[src/rtl/mem_byte_master_if.sv]
// Bundle of the CPU request/response and byte-bus signals around mem_byte_master.
// master = the sequencer itself, slave = the CPU/memory environment driving it.
interface mem_byte_master_if;
    logic        req_valid;
    logic        req_ready;
    logic        req_we;
    logic [31:0] req_addr;
    logic [31:0] req_wdata;
    logic [2:0]  req_size;
    logic        resp_valid;
    logic [31:0] resp_rdata;
    logic        resp_err;
    logic        mem_req;
    logic        mem_we;
    logic [31:0] mem_addr;
    logic [7:0]  mem_wdata;
    logic        mem_ack;
    logic [7:0]  mem_rdata;

    modport master (
        input  req_valid, req_we, req_addr, req_wdata, req_size, mem_ack, mem_rdata,
        output req_ready, resp_valid, resp_rdata, resp_err, mem_req, mem_we, mem_addr, mem_wdata
    );

    modport slave (
        output req_valid, req_we, req_addr, req_wdata, req_size, mem_ack, mem_rdata,
        input  req_ready, resp_valid, resp_rdata, resp_err, mem_req, mem_we, mem_addr, mem_wdata
    );
endinterface

[src/rtl/mem_byte_master.sv]
// Load/store sequencer: splits a CPU byte/half/word access into little-endian
// byte transfers on a req/ack bus and returns one extended response pulse.
module mem_byte_master #(
    parameter int TIMEOUT = 16
) (
    input  logic               clk,
    input  logic               rstn,
    mem_byte_master_if.master  bus,
    output logic [1:0]         dbg_state
);
    // Handshakes: a request transfers when req_valid && req_ready at a posedge; a
    // byte transfers when mem_req && mem_ack at a posedge; resp_valid is a
    // one-cycle pulse with no back-pressure.
    typedef enum logic [1:0] {
        IDLE = 2'd0,
        XFER = 2'd1,
        RESP = 2'd2
    } state_t;

    localparam int CW = (TIMEOUT > 1) ? $clog2(TIMEOUT + 1) : 1;

    state_t      state, state_d;
    logic [31:0] addr_q;
    logic [31:0] wdata_q;
    logic [31:0] rbuf_q;
    logic        we_q;
    logic [2:0]  size_q;
    logic [1:0]  idx_q;
    logic [1:0]  last_q;
    logic [CW-1:0] wait_q;
    logic        err_q;
    logic        last_byte;
    logic        timed_out;
    logic        sext;
    logic [31:0] ext_data;

    assign last_byte = (idx_q == last_q);
    // An ack in the final allowed cycle wins over the timeout.
    assign timed_out = (TIMEOUT != 0) && !bus.mem_ack && (wait_q == CW'(TIMEOUT - 1));

    always_ff @(posedge clk) begin
        if (!rstn) state <= IDLE;
        else       state <= state_d;
    end

    always_comb begin
        state_d = state;
        unique case (state)
            IDLE: if (bus.req_valid) state_d = XFER;
            XFER: if ((bus.mem_ack && last_byte) || timed_out) state_d = RESP;
            RESP: state_d = IDLE;
            default: state_d = IDLE;
        endcase
    end

    always_ff @(posedge clk) begin
        if (!rstn) begin
            addr_q  <= '0;
            wdata_q <= '0;
            rbuf_q  <= '0;
            we_q    <= 1'b0;
            size_q  <= '0;
            idx_q   <= '0;
            last_q  <= '0;
            wait_q  <= '0;
            err_q   <= 1'b0;
        end else begin
            unique case (state)
                IDLE: begin
                    if (bus.req_valid) begin
                        addr_q  <= bus.req_addr;
                        wdata_q <= bus.req_wdata;
                        we_q    <= bus.req_we;
                        size_q  <= bus.req_size;
                        last_q  <= bus.req_size[1] ? 2'd3 : (bus.req_size[0] ? 2'd1 : 2'd0);
                        idx_q   <= '0;
                        wait_q  <= '0;
                        rbuf_q  <= '0;
                        err_q   <= 1'b0;
                    end
                end
                XFER: begin
                    if (bus.mem_ack) begin
                        if (!we_q) rbuf_q[{idx_q, 3'b000} +: 8] <= bus.mem_rdata;
                        wait_q <= '0;
                        if (!last_byte) idx_q <= idx_q + 2'd1;
                    end else if (timed_out) begin
                        err_q <= 1'b1;
                    end else if (TIMEOUT != 0) begin
                        wait_q <= wait_q + 1'b1;
                    end
                end
                default: ;
            endcase
        end
    end

    always_comb begin
        sext = !size_q[2];
        if (size_q[1])      ext_data = rbuf_q;
        else if (size_q[0]) ext_data = {{16{sext & rbuf_q[15]}}, rbuf_q[15:0]};
        else                ext_data = {{24{sext & rbuf_q[7]}}, rbuf_q[7:0]};
    end

    assign bus.req_ready  = (state == IDLE);
    assign bus.mem_req    = (state == XFER);
    assign bus.mem_we     = (state == XFER) && we_q;
    assign bus.mem_addr   = (state == XFER) ? (addr_q + {30'd0, idx_q}) : 32'd0;
    assign bus.mem_wdata  = (state == XFER) ? wdata_q[{idx_q, 3'b000} +: 8] : 8'd0;
    assign bus.resp_valid = (state == RESP);
    assign bus.resp_err   = (state == RESP) && err_q;
    assign bus.resp_rdata = (state == RESP && !we_q && !err_q) ? ext_data : 32'd0;
    assign dbg_state      = state;
endmodule

[src/flat_wrapper.sv]
// flat-port wrapper written by rule: the top's interface ports become plain ports
module mem_byte_master_flat 
#(
    parameter int TIMEOUT = 16
)
  (clk, rstn, dbg_state, bus_req_valid, bus_req_we, bus_req_addr, bus_req_wdata, bus_req_size, bus_mem_ack, bus_mem_rdata, bus_req_ready, bus_resp_valid, bus_resp_rdata, bus_resp_err, bus_mem_req, bus_mem_we, bus_mem_addr, bus_mem_wdata);
  mem_byte_master_if bus_i ();
  input  logic clk;
  input  logic rstn;
  output logic [1:0] dbg_state;
  input wire logic [$bits(bus_i.req_valid)-1:0] bus_req_valid;
  input wire logic [$bits(bus_i.req_we)-1:0] bus_req_we;
  input wire logic [$bits(bus_i.req_addr)-1:0] bus_req_addr;
  input wire logic [$bits(bus_i.req_wdata)-1:0] bus_req_wdata;
  input wire logic [$bits(bus_i.req_size)-1:0] bus_req_size;
  input wire logic [$bits(bus_i.mem_ack)-1:0] bus_mem_ack;
  input wire logic [$bits(bus_i.mem_rdata)-1:0] bus_mem_rdata;
  output wire logic [$bits(bus_i.req_ready)-1:0] bus_req_ready;
  output wire logic [$bits(bus_i.resp_valid)-1:0] bus_resp_valid;
  output wire logic [$bits(bus_i.resp_rdata)-1:0] bus_resp_rdata;
  output wire logic [$bits(bus_i.resp_err)-1:0] bus_resp_err;
  output wire logic [$bits(bus_i.mem_req)-1:0] bus_mem_req;
  output wire logic [$bits(bus_i.mem_we)-1:0] bus_mem_we;
  output wire logic [$bits(bus_i.mem_addr)-1:0] bus_mem_addr;
  output wire logic [$bits(bus_i.mem_wdata)-1:0] bus_mem_wdata;
  assign bus_i.req_valid = bus_req_valid;
  assign bus_i.req_we = bus_req_we;
  assign bus_i.req_addr = bus_req_addr;
  assign bus_i.req_wdata = bus_req_wdata;
  assign bus_i.req_size = bus_req_size;
  assign bus_i.mem_ack = bus_mem_ack;
  assign bus_i.mem_rdata = bus_mem_rdata;
  assign bus_req_ready = bus_i.req_ready;
  assign bus_resp_valid = bus_i.resp_valid;
  assign bus_resp_rdata = bus_i.resp_rdata;
  assign bus_resp_err = bus_i.resp_err;
  assign bus_mem_req = bus_i.mem_req;
  assign bus_mem_we = bus_i.mem_we;
  assign bus_mem_addr = bus_i.mem_addr;
  assign bus_mem_wdata = bus_i.mem_wdata;
  mem_byte_master #(.TIMEOUT(TIMEOUT)) u_core (.clk(clk), .rstn(rstn), .bus(bus_i), .dbg_state(dbg_state));
endmodule
[config.mk]
export PLATFORM = sky130hd
export DESIGN_NAME = mem_byte_master_flat
export DESIGN_NICKNAME = d
export VERILOG_FILES = /design/src/rtl/mem_byte_master_if.sv /design/src/rtl/mem_byte_master.sv /design/src/flat_wrapper.sv
export SDC_FILE = /design/constraint.sdc
export NUM_CORES = 1
export LEC_CHECK = 0
export CAP_MARGIN = 20
export CORE_ASPECT_RATIO = 1.1
export CORE_MARGIN = 3
export CORE_UTILIZATION = 44
export DETAILED_ROUTE_END_ITERATION = 10
export PLACE_DENSITY_LB_ADDON = 0.15
export RECOVER_POWER = 100
export SYNTH_ARGS = -nofsm -noshare
export SYNTH_HDL_FRONTEND = slang
export SYNTH_SLANG_ARGS = --single-unit
[constraint.sdc]
create_clock -name clk -period 2.63 [get_ports clk]
set_input_delay 0.526 -clock clk [delete_from_list [all_inputs] [get_ports clk]]
set_output_delay 0.526 -clock clk [all_outputs]
set_load 0.005 [all_outputs]
==> flow_metrics.py, run 1 <==
metrics = {
    "setup_path": {
        "crit_type": "flip-flop to output port",
        "path_delay_family": "simple AND/OR/NAND/NOR gates",
        "worst_setup_path_end_kind": "output port",
        "cp.buffers_inverters": 1,
        "cp-start-kind": "flip-flop",
        "cp_slowest_stage_delay_ns": 0.60,
        "path_max_fanout": 7,
        "worst_path_max_delay_cell": "or4_4",
        "crit_chain": "nand4_2, or4_4, or4_1, a21oi_1, dlygate4sd2_1",
        "critPathRequiredTime_ns": 2.10,
        "cp_data_arrival_time_ns": 2.38,
    },
    "grt": {
        "grt_usage": 0.231,
        "grt-ovfl-total": 0,
        "grt_start_max_net_pins": 71,
        "grt_pass1_wl_mm": 28.1,
        "antenna_found_initial": 0,
        "first_global_vias": 5960,
    },
    "sta": {
        "fin_tns_setup_ns": -2.38,
        "setup_slack_ns": -0.280,
        "max_freq_mhz": 344,
        "rsz0062_at_grt": "yes",
        "finClkSkew_ns": 0.0108,
        "worst_pin_slew_ns": 0.858,
        "slew-limit-headroom": 0.428,
        "hold_slack_ns": 0.468,
        "fin_crit_sh": 1.11,
        "maxSlewViolCount": 0,
        "setup_viol_count_final": 25,
        "hold_violations": 0,
        "timing.final.crit_period_ns": 2.91,
    },
    "logic_synthesis": {
        "synth_most_common_cell": "nand2_1",
        "netlist_area_sq_um": 5940,
        "ys.flop_type": "dfxtp_1",
        "synth_fp_nets": 844,
        "synth_edf_count": 0,
        "ys_top_cells_by_count": "nand2_1, dfxtp_1, a21boi_0",
        "ys_top_cells_by_area": "dfxtp_1, a21boi_0, nand2_1, nand3_1, a21oi_1",
        "yosys.area.top_type": "dfxtp_1",
        "ys_warn_count": 0,
        "synth_cells": 755,
        "yosysTopAreaCellShare": 0.374,
        "ys_seq_elements": 111,
        "syn_avg_cell_area_sq_um": 7.87,
        "synth_cell_types": 45,
        "async_reset_ff_frac": 0,
        "yosysSeqAreaShare": 0.374,
    },
    "route": {
        "viasPerCell": 5.47,
        "drc": 0,
        "dr.pass1.iters": 6,
        "drtAntennaViolNets": 0,
        "vias": 6045,
        "drt-total-wl_mm": 17.3,
        "drt_iter0_markers": 353,
        "wire_per_inst_microns": 15.7,
    },
    "final_layout": {
        "drive_above_1_share": 0.176,
        "fin_nets": 1034,
        "stdcell_area_sq_um": 8520,
        "fin_util": 0.660,
        "register_area_sq_um": 2240,
        "multiInputGateArea_sq_um": 3570,
        "nFillCells": 1103,
        "syn_to_final_growth_pct": 43.4,
        "diodes": 0,
    },
    "clock_network": {
        "cts_inserted_buffers": 9,
        "root_buffer": "clkbuf_16",
        "cts_tree": "yes",
        "clock_latency_ns": 0.35,
        "cts.sinks": 111,
        "cts_buffer_depth": 2,
        "holdBufCountCts": 0,
        "clk_pin_slew_worst_paths_ns": 0.08,
        "htreeDepth": 3,
    },
    "pwr": {
        "p_comb_frac": 0.174,
        "p_seq_frac": 0.483,
        "vdd_drop_max_uv": 267,
        "switching_power_mw": 1.02,
        "pwr-share-clk": 0.344,
        "p_int_mw": 2.73,
        "power_density_nw_per_um2": 441,
        "p_leak_nw": 3.24,
        "swShare": 0.272,
    },
    "placed_design": {
        "port_buffers": 158,
        "place.gp.congestion": 0.884,
        "post-place-ws_ns": -0.281,
        "dp_hpwl_mm": 12.1,
        "place_area_sq_um": 8000,
    },
    "floorplanning": {
        "coreArea_sq_um": 12900,
        "rows": 43,
        "die-width_microns": 117,
        "die_y_microns": 128,
        "num_io_pins": 159,
        "die-area_sq_um": 14900,
        "start_util": 0.460,
    },
    "outcome": {
        "violations": "setup timing",
        "outcome": "complete, but fails checks",
    },
    "min_path": {
        "hp-class": "flip-flop to flip-flop",
    },
    "run": {
        "drv_cap": 0,
    },
}
[cell usage in the layout, fill, tap and decap left out, drive strengths merged, types with 6 or more instances in the layout]
cell / netlist / layout
a21boi: 104 / 104
a21oi: 45 / 45
and2: 21 / 21
and4: 6 / 6
buf: 5 / 84
clkbuf: 52 / 22
clkdlybuf4s50: 0 / 117
dfxtp: 111 / 111
dlymetal6s2s: 0 / 10
ha: 8 / 8
inv: 28 / 31
mux4: 8 / 8
nand2: 155 / 155
nand2b: 36 / 36
nand3: 46 / 46
nand4: 9 / 9
nor2: 20 / 20
o21ai: 16 / 16
o31ai: 13 / 13
or4: 15 / 15
xor2: 11 / 11
[registers in the layout (all words and copies together), names as in the netlist]
register and flops:
u_core.dbg_state 2, u_core.wait_q 5, u_core.idx_q 2, u_core.we_q 1, u_core.last_q 1, u_core.wdata_q 32
u_core.rbuf_q 32, u_core.size_q 3, u_core.addr_q 32, u_core.err_q 1
[path summary, 6_finish.rpt]
kind | startpoint | end | slack (ns) | cells past startpoint
setup reg to reg | u_core.dbg_state[0] | u_core.wdata_q[16] | 0.18 | 6
setup / recovery | u_core.addr_q[12] | bus_mem_addr[29] | -0.28 | 5
hold reg to reg | u_core.wdata_q[30] | u_core.wdata_q[30] | 0.47 | 2
hold / removal | u_core.wdata_q[30] | u_core.wdata_q[30] | 0.47 | 2
[worst register-to-register path: stages, from the launching register on]
cell and delay, ns:
dfxtp_1 0.32, buf_4 0.17, nor2_1 0.28, and2_0 0.74, clkbuf_4 0.58, nand2_1 0.11, a21boi_0 0.18
[metal layers]
layer,global-route usage,wire length (microns),vias to the layer above
li1,-,-,2967
met1,0.283,7230,2861
met2,0.414,8920,189
met3,0.0302,895,28
met4,0.0715,278,0
met5,0,0,-
[power by group through the flow]
stage               Combinational [mW]  Sequential (mW)  Clock, mW
floorplan                        0.320             1.84          0
global placement                 0.644             1.84          0
detailed placement               0.661             1.85          0
CTS                              0.664             1.81       1.32
global route                     0.717             1.82       1.39
finish                           0.652             1.81       1.29
[cell families (layout without fill, tap and decap cells)]
logic type	after synthesis	count (layout)	synth area share
flip-flops	111	111	0.374
adder cells (fa/ha/maj)	9	9	0.0202
AO/OA/AOI/OAI	190	190	0.215
buffers and inverters	85	279	0.0556
XOR/XNOR	14	14	0.0206
AND/OR/NAND/NOR	336	336	0.280
multiplexers	10	10	0.0337
[cell type report]
type	count	share of cell area
Clock buffer	9	0.0264
Clock inverter	6	0.00602
Inverter	28	0.0123
Multi-Input combinational cell	559	0.420
Sequential cell	111	0.263
Tap cell	157	0.0231
Timing Repair Buffer	236	0.250
[stage by stage]
stage               cells  total power, mW
global placement     1076             2.49
global route         1106             3.93
detailed placement   1076             2.51
CTS                  1102             3.79
finish               1106             3.76
floorplan             755             2.16
[timing repair]
action                                  4_1_cts  5_1_grt
endpoints found under the setup margin       61       60
resized for setup                           107       47
pin swaps                                    31       17
setup buffers                                 9        3
cloned                                        2        1
(Power assumes the default switching activity.)
==> run 2: changes to the inputs <==
CORE_ASPECT_RATIO = 1.25   (was 1.1)
SLEW_MARGIN = 20   (was unset)
==> flow_metrics.py, run 2 (same netlist as run 1, synthesis figures left out) <==
metrics = {
    "outcome": {
        "outcome": "complete, but fails checks",
        "violations": "setup timing",
    },
    "clock_network": {
        "clock_latency_ns": 0.34,
        "holdBufCountCts": 0,
        "htreeDepth": 3,
        "cts.sinks": 111,
        "cts_tree": "yes",
        "cts_inserted_buffers": 9,
        "cts_buffer_depth": 2,
        "root_buffer": "clkbuf_16",
        "clk_pin_slew_worst_paths_ns": 0.07,
    },
    "setup_path": {
        "cp_data_arrival_time_ns": 2.37,
        "path_max_fanout": 5,
        "critPathRequiredTime_ns": 2.10,
        "path_delay_family": "simple AND/OR/NAND/NOR gates",
        "cp_slowest_stage_delay_ns": 0.52,
        "crit_chain": "nand4_1, buf_4, or4_4, buf_6, buf_6, or3_4, a21oi_2, buf_2",
        "rrSetupSlack_ns": 0.23,
        "cp.buffers_inverters": 4,
        "crit_cells": 8,
        "crit_start": "u_core.addr_q[19]",
        "cp-start-kind": "flip-flop",
        "crit_type": "flip-flop to output port",
        "crit_path_end": "bus_mem_addr[22]",
        "rr_startpoint": "u_core.dbg_state[0]",
        "worst_setup_path_end_kind": "output port",
        "worst_path_max_delay_cell": "or4_4",
        "r2r.worst_path.cells": 6,
        "crit_top_cell": "buf_6",
        "r2r_end": "u_core.addr_q[1]",
    },
    "sta": {
        "fin_crit_sh": 1.10,
        "hold_violations": 0,
        "worst_pin_slew_ns": 1.36,
        "slew-limit-headroom": 0.0909,
        "maxSlewViolCount": 0,
        "fin_tns_setup_ns": -3.97,
        "hold_slack_ns": 0.460,
        "finClkSkew_ns": 0.00685,
        "timing.final.crit_period_ns": 2.89,
        "setup_slack_ns": -0.264,
        "max_freq_mhz": 346,
        "rsz0062_at_grt": "yes",
        "setup_viol_count_final": 31,
    },
    "grt": {
        "grt_start_max_net_pins": 71,
        "grt-ovfl-total": 0,
        "grt_pass1_wl_mm": 28.1,
        "grt_usage": 0.233,
        "antenna_found_initial": 1,
        "first_global_vias": 5920,
    },
    "floorplanning": {
        "die-width_microns": 110,
        "num_io_pins": 159,
        "start_util": 0.459,
        "die-area_sq_um": 14900,
        "coreArea_sq_um": 12900,
        "rows": 46,
        "die_y_microns": 136,
    },
    "route": {
        "wire_per_inst_microns": 16.0,
        "vias": 6154,
        "drt-total-wl_mm": 18.1,
        "drt_iter0_markers": 301,
        "drtAntennaViolNets": 0,
        "drc": 0,
        "dr.pass1.iters": 5,
        "viasPerCell": 5.45,
    },
    "pwr": {
        "vdd_drop_max_uv": 279,
        "p_leak_nw": 3.39,
        "power_density_nw_per_um2": 426,
    },
    "final_layout": {
        "layout_commonest_cell": "nand2_1",
        "stdcell_area_sq_um": 8710,
        "drive_above_1_share": 0.192,
        "nFillCells": 1073,
        "reg.largest.list": "u_core.addr_q: 32 flops, u_core.rbuf_q: 32 flops, u_core.wdata_q: 32 flops",
        "fin_nets": 1048,
        "final_cell_mix": "nand2_1, clkdlybuf4s50_1, a21boi_0, dfxtp_1, buf_4",
        "register_area_sq_um": 2240,
        "multiInputGateArea_sq_um": 3660,
        "syn_to_final_growth_pct": 46.5,
        "diodes": 0,
    },
    "placed_design": {
        "dp_hpwl_mm": 12.4,
        "place.gp.congestion": 0.854,
        "place_area_sq_um": 8040,
        "port_buffers": 158,
    },
    "run": {
        "drv_cap": 0,
    },
    "min_path": {
        "hp-class": "flip-flop to flip-flop",
    },
}
==> run 2: worst min-delay path by stage <==
stage,from,endpoint,slack [ns],depth (start not counted)
2_1_floorplan,u_core.wdata_q[16],u_core.wdata_q[16],0.44,2
3_3_place_gp,u_core.wdata_q[27],u_core.wdata_q[27],0.45,2
3_5_place_dp,u_core.wdata_q[18],u_core.wdata_q[18],0.46,2
4_1_cts,u_core.wdata_q[18],u_core.wdata_q[18],0.47,2
5_1_grt,u_core.wdata_q[31],u_core.wdata_q[31],0.49,2
6_report,u_core.wdata_q[18],u_core.wdata_q[18],0.46,2
==> run 2: power breakdown <==
part	switching [mW]	leakage [nW]	internal, mW
Combinational	0.337	2.35	0.330
Clock	0.593	0.122	0.636
Sequential	0.0553	0.911	1.76
Total	0.986	3.39	2.72
==> run 2: per-stage QoR <==
stage / utilization / setup slack [ns] / instances / power [mW]
after global placement: 0.620 / -0.309 / 1091 / 2.49
after detailed placement: 0.620 / -0.361 / 1091 / 2.51
final: 0.672 / -0.264 / 1130 / 3.71
after global routing: 0.672 / -0.349 / 1130 / 3.87
after floorplan: - / 0.0758 / 755 / 2.16
after CTS: 0.659 / -0.278 / 1119 / 3.73
==> run 2: worst reg2reg max path: stages, from the launching register on <==
cell and delay (ns):
dfxtp_1 0.31, buf_4 0.16, nor2_1 0.17, and2_2 0.17, clkbuf_2 0.99, nand2_1 0.25
a21boi_0 0.26
==> run 2: what timing repair did <==
action | 4_1_cts | 5_1_grt
pin swaps | 26 | 17
cloned | 3 | 2
resized for setup | 130 | 51
setup endpoints to repair | 62 | 62
buffers inserted | 11 | 9
==> run 2: routing by layer <==
metal / share of wire / vias to the layer above / GRT usage
met2: 0.52 / 201 / 0.426
met5: 0.00072 / - / 0
li1: - / 3005 / -
met4: 0.017 / 2 / 0.0679
met3: 0.055 / 28 / 0.0356
met1: 0.41 / 2918 / 0.276
==> run 2: layout make-up <==
cell class                      instances  share of cell area
Clock buffer                           11              0.0267
Clock inverter                          3             0.00244
Inverter                               28              0.0121
Multi-Input combinational cell        561               0.420
Sequential cell                       111               0.258
Tap cell                              168              0.0241
Timing Repair Buffer                  248               0.257
